### src/rtl/sipo_piso_master.sv
//==============================================================================
// sipo_piso_master : round-robin master issuing 13-bit strobe/wr_en/din frames.
// Optional macro SPM_VERIFY_EN adds an automatic read-back after each write. Rev 1.0
//==============================================================================
`timescale 1ns/1ps
`default_nettype none

module sipo_piso_master #(
  parameter int ADDR_WIDTH = 5,
  parameter int REG_WIDTH  = 8,
  parameter int GAP_CYCLES = 4
) (
  input  logic                  clk,
  input  logic                  rst,
  input  logic                  req0,
  input  logic                  req1,
  input  logic                  we0,
  input  logic                  we1,
  input  logic [ADDR_WIDTH-1:0] addr0,
  input  logic [ADDR_WIDTH-1:0] addr1,
  input  logic [REG_WIDTH-1:0]  wdata0,
  input  logic [REG_WIDTH-1:0]  wdata1,
  output logic                  ack0,
  output logic                  ack1,
  output logic [REG_WIDTH-1:0]  rdata,
  output logic                  verify_err,
  output logic                  busy,
  output logic                  strobe,
  output logic                  wr_en,
  output logic                  din,
  input  logic                  dout
);

  localparam int FRAME   = ADDR_WIDTH + REG_WIDTH;
  localparam int CNT_MAX = (FRAME > GAP_CYCLES) ? FRAME : GAP_CYCLES;
  localparam int CW      = $clog2(CNT_MAX + 1);
  localparam logic [CW-1:0] c_last_slot = CW'(FRAME - 1);
  localparam logic [CW-1:0] c_last_gap  = CW'(GAP_CYCLES - 1);
  localparam logic [CW-1:0] c_first_rd  = CW'(ADDR_WIDTH);

  typedef enum logic [2:0] {
    S_IDLE   = 3'd0,
    S_SETUP  = 3'd1,
    S_STROBE = 3'd2,
    S_SHIFT  = 3'd3,
    S_DONE   = 3'd4,
    S_GAP    = 3'd5
  } state_t;

  state_t                r_state, w_state;
  logic [CW-1:0]         r_cnt, w_cnt;
  logic [FRAME-1:0]      r_sreg, w_sreg;
  logic [REG_WIDTH-1:0]  r_rxd, w_rxd;
  logic                  r_we, w_we;
  logic [ADDR_WIDTH-1:0] r_addr, w_addr;
  logic [REG_WIDTH-1:0]  r_wdata, w_wdata;
  logic                  r_gid, w_gid;
  logic                  r_prio1, w_prio1;
  logic                  r_vchk, w_vchk;
  logic                  r_strobe, w_strobe;
  logic                  r_wr_en, w_wr_en;
  logic                  r_din, w_din;
  logic                  r_ack0, w_ack0;
  logic                  r_ack1, w_ack1;
  logic [REG_WIDTH-1:0]  r_rdata, w_rdata;
  logic                  r_verr, w_verr;
  logic                  r_busy;
  logic                  w_grant1;
  logic [REG_WIDTH-1:0]  w_rd_word;

  always_comb begin
    w_state   = r_state;
    w_cnt     = r_cnt;
    w_sreg    = r_sreg;
    w_rxd     = r_rxd;
    w_we      = r_we;
    w_addr    = r_addr;
    w_wdata   = r_wdata;
    w_gid     = r_gid;
    w_prio1   = r_prio1;
    w_vchk    = r_vchk;
    w_strobe  = 1'b0;
    w_wr_en   = r_wr_en;
    w_din     = 1'b0;
    w_ack0    = 1'b0;
    w_ack1    = 1'b0;
    w_rdata   = r_rdata;
    w_verr    = 1'b0;
    w_grant1  = req1 & (~req0 | r_prio1);
    w_rd_word = {dout, r_rxd[REG_WIDTH-1:1]};

    // Every output is registered, so each branch sets the values for the next state.
    case (r_state)
      S_IDLE: begin
        w_wr_en = 1'b0;
        if (r_vchk) begin
          w_we    = 1'b0;
          w_state = S_SETUP;
        end else if (req0 | req1) begin
          w_gid   = w_grant1;
          w_prio1 = ~w_grant1;
          w_we    = w_grant1 ? we1 : we0;
          w_addr  = w_grant1 ? addr1 : addr0;
          w_wdata = w_grant1 ? wdata1 : wdata0;
          w_wr_en = w_we;
          w_state = S_SETUP;
        end
      end
      S_SETUP: begin
        w_sreg   = r_we ? {r_addr, r_wdata} : {{REG_WIDTH{1'b0}}, r_addr};
        w_strobe = 1'b1;
        w_state  = S_STROBE;
      end
      S_STROBE: begin
        w_din   = r_sreg[0];
        w_sreg  = {1'b0, r_sreg[FRAME-1:1]};
        w_cnt   = '0;
        w_state = S_SHIFT;
      end
      S_SHIFT: begin
        if (r_cnt >= c_first_rd) w_rxd = w_rd_word;
        if (r_cnt == c_last_slot) begin
          w_state = S_DONE;
          w_wr_en = 1'b0;
`ifdef SPM_VERIFY_EN
          if (r_we) begin
            w_vchk = 1'b1;
          end else begin
            w_rdata = w_rd_word;
            w_ack0  = ~r_gid;
            w_ack1  = r_gid;
            w_verr  = r_vchk & (w_rd_word != r_wdata);
            w_vchk  = 1'b0;
          end
`else
          if (!r_we) w_rdata = w_rd_word;
          w_ack0 = ~r_gid;
          w_ack1 = r_gid;
`endif
        end else begin
          w_din  = r_sreg[0];
          w_sreg = {1'b0, r_sreg[FRAME-1:1]};
          w_cnt  = r_cnt + 1'b1;
        end
      end
      S_DONE: begin
        w_wr_en = 1'b0;
        w_cnt   = '0;
        w_state = S_GAP;
      end
      S_GAP: begin
        w_wr_en = 1'b0;
        if (r_cnt == c_last_gap) w_state = S_IDLE;
        else                     w_cnt   = r_cnt + 1'b1;
      end
      default: begin
        w_wr_en = 1'b0;
        w_state = S_IDLE;
      end
    endcase
  end

  always_ff @(posedge clk or posedge rst) begin
    if (rst) begin
      r_state  <= S_IDLE;
      r_cnt    <= '0;
      r_sreg   <= '0;
      r_rxd    <= '0;
      r_we     <= 1'b0;
      r_addr   <= '0;
      r_wdata  <= '0;
      r_gid    <= 1'b0;
      r_prio1  <= 1'b0;
      r_vchk   <= 1'b0;
      r_strobe <= 1'b0;
      r_wr_en  <= 1'b0;
      r_din    <= 1'b0;
      r_ack0   <= 1'b0;
      r_ack1   <= 1'b0;
      r_rdata  <= '0;
      r_verr   <= 1'b0;
      r_busy   <= 1'b0;
    end else begin
      r_state  <= w_state;
      r_cnt    <= w_cnt;
      r_sreg   <= w_sreg;
      r_rxd    <= w_rxd;
      r_we     <= w_we;
      r_addr   <= w_addr;
      r_wdata  <= w_wdata;
      r_gid    <= w_gid;
      r_prio1  <= w_prio1;
      r_vchk   <= w_vchk;
      r_strobe <= w_strobe;
      r_wr_en  <= w_wr_en;
      r_din    <= w_din;
      r_ack0   <= w_ack0;
      r_ack1   <= w_ack1;
      r_rdata  <= w_rdata;
      r_verr   <= w_verr;
      r_busy   <= (w_state != S_IDLE);
    end
  end

  assign ack0       = r_ack0;
  assign ack1       = r_ack1;
  assign rdata      = r_rdata;
  assign verify_err = r_verr;
  assign busy       = r_busy;
  assign strobe     = r_strobe;
  assign wr_en      = r_wr_en;
  assign din        = r_din;

endmodule

`default_nettype wire
### config.mk
export PLATFORM = sky130hd
export DESIGN_NAME = sipo_piso_master
export DESIGN_NICKNAME = d
export VERILOG_FILES = /design/src/rtl/sipo_piso_master.sv
export SDC_FILE = /design/constraint.sdc
export NUM_CORES = 1
export LEC_CHECK = 0
export ABC_AREA = 0
export BUFFER_PORTS_ARGS = -buffer_cell sky130_fd_sc_hd__buf_2
export CAP_MARGIN = 5
export CORE_ASPECT_RATIO = 1.25
export CORE_MARGIN = 2
export CORE_UTILIZATION = 45
export DETAILED_ROUTE_END_ITERATION = 8
export PLACE_DENSITY = 0.67
export SYNTH_ARGS = -nofsm -noshare
export SYNTH_HDL_FRONTEND = slang
export SYNTH_SLANG_ARGS = --single-unit
export TNS_END_PERCENT = 5
### constraint.sdc
create_clock -name clk -period 2.15 [get_ports clk]
set_input_delay 0.3225 -clock clk [delete_from_list [all_inputs] [get_ports clk]]
set_output_delay 0.3225 -clock clk [all_outputs]
set_load 0.05 [all_outputs]
==> impl_metrics.xml <==
<?xml version="1.0" encoding="UTF-8"?>
<metrics>
  <group name="synth">
    <metric name="synth_compound_gate_area_share" unit="%">15.10</metric>
    <metric name="synth_cell_types" unit="">39</metric>
    <metric name="synthXorXnorAreaFrac" unit="%">0</metric>
    <metric name="synth_adder_area_share" unit="%">1.471</metric>
    <metric name="synthCells" unit="">227</metric>
    <metric name="synth_sequential_area_ratio" unit="%">55.88</metric>
    <metric name="synth.largest_area_cell" unit="">sky130_fd_sc_hd__dfrtp_1</metric>
    <metric name="synth_top_family_by_area" unit="">compound AO/OA/AOI/OAI gates</metric>
    <metric name="postSynthAreaPerCell" unit="um^2">11.24</metric>
    <metric name="syn-num-nets" unit="">263</metric>
    <metric name="synthTopCellsByArea" unit="">sky130_fd_sc_hd__dfrtp_1, sky130_fd_sc_hd__mux2_2, sky130_fd_sc_hd__a222oi_1, sky130_fd_sc_hd__nand2_1, sky130_fd_sc_hd__o21ai_0</metric>
    <metric name="synth_top_area_share" unit="%">55.88</metric>
    <metric name="yosysWarningCount" unit="">0</metric>
    <metric name="synth_simple_gate_area_share" unit="%">12.11</metric>
    <metric name="synth_seq_cells" unit="">57</metric>
    <metric name="synth_area" unit="um^2">2552</metric>
    <metric name="muxShareOfSynthArea" unit="%">8.578</metric>
  </group>
  <group name="place">
    <metric name="placement.io_buffers" unit="">46</metric>
    <metric name="placement.setup.worst_slack" unit="ps">267.8</metric>
    <metric name="post-dp-hpwl" unit="um">3317</metric>
    <metric name="gp_congestion" unit="">0.7072</metric>
  </group>
  <group name="detailed_routing">
    <metric name="drt-vias-per-instance" unit="">5.263</metric>
    <metric name="drc" unit="">0</metric>
    <metric name="ant_nets_after_route" unit="">0</metric>
    <metric name="drt_pre_antenna_iters" unit="">4</metric>
    <metric name="num_vias" unit="">1800</metric>
    <metric name="finalWirelength" unit="um">4600</metric>
    <metric name="detail_route.iter0.violations" unit="">112</metric>
    <metric name="drt-wirelength-per-cell" unit="um">13.45</metric>
  </group>
  <group name="critical_path">
    <metric name="cpMaxStageDelayCell" unit="">sky130_fd_sc_hd__dfrtp_1</metric>
    <metric name="cp_data_required_time" unit="ps">2370</metric>
    <metric name="crit_path_end_kind" unit="">register</metric>
    <metric name="category_of_cells_accounting_for_the_largest_share_of_critical_path_delay" unit="">simple AND/OR/NAND/NOR gates</metric>
    <metric name="critical_path.cell_chain" unit="">inv_1, ha_1, and3_1, nand4b_1, nor2_4, mux2_2</metric>
    <metric name="worstPathMaxFanout" unit="">8</metric>
    <metric name="worstSetupStartpointType" unit="">register</metric>
    <metric name="worstPathBufferInverterCount" unit="">1</metric>
    <metric name="worst-setup-path-type" unit="">reg -&gt; reg</metric>
    <metric name="cp.arrival" unit="ps">2100</metric>
    <metric name="peak_per_stage_delay_on_the_critical_path" unit="ps">420</metric>
  </group>
  <group name="clock_tree">
    <metric name="cts_hold_buffers" unit="">0</metric>
    <metric name="cts_buffer_depth" unit="">2</metric>
    <metric name="cts-buffers-inserted" unit="">9</metric>
    <metric name="cts_sinks" unit="">57</metric>
    <metric name="htree_levels" unit="">3</metric>
    <metric name="postCtsResizedCells" unit="">0</metric>
    <metric name="cts_tree" unit="">built</metric>
    <metric name="clock_tree.root_cell" unit="">sky130_fd_sc_hd__clkbuf_8</metric>
    <metric name="clkSlewWorstSetupHoldPaths" unit="ps">70</metric>
    <metric name="worst_skew_pair.late_latency" unit="ps">330</metric>
    <metric name="postCtsSetupBuffers" unit="">0</metric>
  </group>
  <group name="die">
    <metric name="num_rows" unit="">30</metric>
    <metric name="floorplan.initialDensity" unit="%">46.90</metric>
    <metric name="die-area" unit="um^2">6294</metric>
    <metric name="io_pins" unit="">48</metric>
    <metric name="die-width" unit="um">71.36</metric>
    <metric name="die_y" unit="um">88.21</metric>
    <metric name="fp.coreArea" unit="um^2">5443</metric>
  </group>
  <group name="timing">
    <metric name="final-hold-violation-count" unit="">0</metric>
    <metric name="finalSetupViolations" unit="">0</metric>
    <metric name="grt_setup_unrepaired" unit="">no</metric>
    <metric name="final_min_period_over_clock_period" unit="%">87.46</metric>
    <metric name="worst-slew-pin-transition" unit="ps">660.2</metric>
    <metric name="finalWorstSetupSlack" unit="ps">269.6</metric>
    <metric name="clock.fmax" unit="MHz">531.8</metric>
    <metric name="finalWorstPathRequiredPeriod" unit="ps">1880</metric>
    <metric name="relSlewSlack" unit="%">55.98</metric>
    <metric name="timing.final.max_slew_violations" unit="">0</metric>
    <metric name="worst_skew" unit="ps">7.524</metric>
    <metric name="whs" unit="ps">28.97</metric>
    <metric name="timing.setup.tns" unit="ps">0</metric>
  </group>
  <group name="global_route">
    <metric name="grt_util_all_layers" unit="%">16.25</metric>
    <metric name="grt_pass1_wl" unit="um">7900</metric>
    <metric name="global_route.overflow_total" unit="">0</metric>
    <metric name="grt_max_degree" unit="">34</metric>
    <metric name="grt_pass1_vias" unit="">1725</metric>
    <metric name="grt_antenna_before_repair" unit="">0</metric>
  </group>
  <group name="power_and_ir_drop">
    <metric name="design_power_total" unit="mW">4.708</metric>
    <metric name="vdd_drop_max" unit="V">0.0005395</metric>
    <metric name="power_density" unit="nW/um^2">1535</metric>
    <metric name="static-leakage-power" unit="nW">1.536</metric>
  </group>
  <group name="job">
    <metric name="timing.max_cap.violations" unit="">0</metric>
  </group>
  <group name="outcome">
    <metric name="run_status" unit="">finished clean</metric>
  </group>
  <group name="layout">
    <metric name="final_net_count" unit="">309</metric>
    <metric name="areaGrowthSynthToFinish" unit="%">20.15</metric>
    <metric name="n_antenna_cell" unit="">0</metric>
    <metric name="drive_gt1_share" unit="%">32.01</metric>
  </group>
  <group name="worst_hold_path">
    <metric name="worstHoldPathType" unit="">in -&gt; async</metric>
  </group>
</metrics>
[flip-flops by register name (all words and copies together), names as in the netlist]
register / count
r_sreg: 13
r_wdata: 8
rdata: 8
r_rxd: 7
r_addr: 5
r_cnt: 4
r_state: 3
ack0: 1
ack1: 1
busy: 1
din: 1
r_gid: 1
r_prio1: 1
r_we: 1
strobe: 1
wr_en: 1
[cells in the mapped netlist]
| cell | count |
|---|---|
| sky130_fd_sc_hd__nand2_1 | 22 |
| sky130_fd_sc_hd__nor4bb_1 | 1 |
| sky130_fd_sc_hd__o211ai_1 | 1 |
| sky130_fd_sc_hd__a21oi_1 | 13 |
| sky130_fd_sc_hd__or3_1 | 1 |
| sky130_fd_sc_hd__nor2_1 | 7 |
| sky130_fd_sc_hd__buf_2 | 10 |
| sky130_fd_sc_hd__ha_1 | 3 |
| sky130_fd_sc_hd__dfrtp_1 | 57 |
| sky130_fd_sc_hd__and3_1 | 11 |
| sky130_fd_sc_hd__nor2_4 | 1 |
| sky130_fd_sc_hd__nor3_2 | 1 |
| sky130_fd_sc_hd__buf_6 | 3 |
| sky130_fd_sc_hd__and2b_2 | 1 |
| sky130_fd_sc_hd__mux2_2 | 15 |
| sky130_fd_sc_hd__nor2b_1 | 1 |
| sky130_fd_sc_hd__nand4b_1 | 1 |
| sky130_fd_sc_hd__inv_1 | 19 |
| sky130_fd_sc_hd__buf_4 | 1 |
| sky130_fd_sc_hd__nand4bb_1 | 1 |
| sky130_fd_sc_hd__nor3b_1 | 1 |
| sky130_fd_sc_hd__mux2i_1 | 5 |
| sky130_fd_sc_hd__a21boi_1 | 1 |
| sky130_fd_sc_hd__a22oi_2 | 1 |
| sky130_fd_sc_hd__o21bai_4 | 1 |
| sky130_fd_sc_hd__conb_1 | 1 |
| sky130_fd_sc_hd__nand4_1 | 2 |
| sky130_fd_sc_hd__nand2b_1 | 3 |
| sky130_fd_sc_hd__o21bai_1 | 1 |
| sky130_fd_sc_hd__clkbuf_1 | 1 |
| sky130_fd_sc_hd__a21o_1 | 4 |
| sky130_fd_sc_hd__clkbuf_2 | 1 |
| sky130_fd_sc_hd__a31o_2 | 1 |
| sky130_fd_sc_hd__o21ai_0 | 16 |
| sky130_fd_sc_hd__a22o_1 | 1 |
| sky130_fd_sc_hd__o21ai_2 | 1 |
| sky130_fd_sc_hd__or4b_1 | 1 |
| sky130_fd_sc_hd__a222oi_1 | 13 |
| sky130_fd_sc_hd__nand3_1 | 2 |
[layout make-up]
cell class / instances / area, um^2
clock inverter: 4 / 98.84
fill: 463 / 2376
clock buffer: 12 / 155.1
multi-input combinational: 135 / 954.7
sequential: 57 / 1426
tap: 64 / 80.08
timing repair buffer: 51 / 280.3
inverter: 19 / 71.32
[per-stage QoR]
stage	cell area [um^2]	instances	utilization [%]
after floorplan	2552	227	-
after global placement	2813	326	51.68
after detailed placement	2813	326	51.68
after CTS	3067	342	56.34
after global routing	3067	342	56.34
final	3067	342	56.34
[cells in the final DEF, fill, tap and decap left out, drive strengths merged, types with 2 or more instances in the layout]
cell    count
nand2      22
and3       11
mux2       15
buf        51
a222oi     13
nand3       2
a21o        4
nor2        8
nand2b      3
o21bai      2
o21ai      17
inv        19
dfrtp      57
clkbuf     12
mux2i       5
nand4       2
bufinv      3
ha          3
a21oi      13
[where the power goes]
| part | switching (mW) | leakage (nW) | internal (mW) | total, mW |
|---|---|---|---|---|
| Clock | 0.419 | 0.127 | 0.836 | 1.25 |
| Combinational | 0.887 | 0.698 | 0.692 | 1.58 |
| Sequential | 0.358 | 0.711 | 1.52 | 1.87 |
| Total | 1.66 | 1.54 | 3.04 | 4.71 |
[layer usage]
metal | wire (um) | global-route usage (%) | part of all wire (%)
met4 | 61 | 6.690 | 1.3
met3 | 233 | 4.833 | 5.1
met2 | 2170 | 25.76 | 47
met1 | 2135 | 20.89 | 46
met5 | 0 | 0 | 0
[kinds of logic (layout without fill, tap and decap cells)]
| kind of cell | count (synthesis) | in the layout |
|---|---|---|
| other | 1 | 1 |
| DFF | 57 | 57 |
| AOI/OAI and AO/OA | 54 | 54 |
| and+or+nand+nor | 57 | 57 |
| buffers and inverters | 35 | 86 |
| muxes | 20 | 20 |
| adders and majority gates | 3 | 3 |
[worst paths after layout]
kind / from / to / slack (ps) / depth (start not counted)
worst min-delay path: rst / rdata[1]$_DFFE_PP0P_ / 30 / 2
worst max-delay path: r_cnt[0]$_DFFE_PP0P_ / rdata[7]$_DFFE_PP0P_ / 270 / 6
worst max register to register: r_cnt[0]$_DFFE_PP0P_ / rdata[7]$_DFFE_PP0P_ / 270 / 6
min in group clk: addr1[3] / r_addr[3]$_DFFE_PP0P_ / 190 / 3
max in group asynchronous: rst / r_rxd[5]$_DFFE_PP0P_ / 1560 / 3
worst min register to register: r_sreg[0]$_DFFE_PP0P_ / r_sreg[0]$_DFFE_PP0P_ / 470 / 2
[worst register-to-register path: stages (launching register included)]
cell                       delay (ps)
sky130_fd_sc_hd__dfrtp_1          420
sky130_fd_sc_hd__inv_1             90
sky130_fd_sc_hd__ha_1             190
sky130_fd_sc_hd__and3_1           200
sky130_fd_sc_hd__nand4b_1         230
sky130_fd_sc_hd__nor2_4           270
sky130_fd_sc_hd__mux2_2           370
No activity file was read; power rests on OpenSTA's default activity.
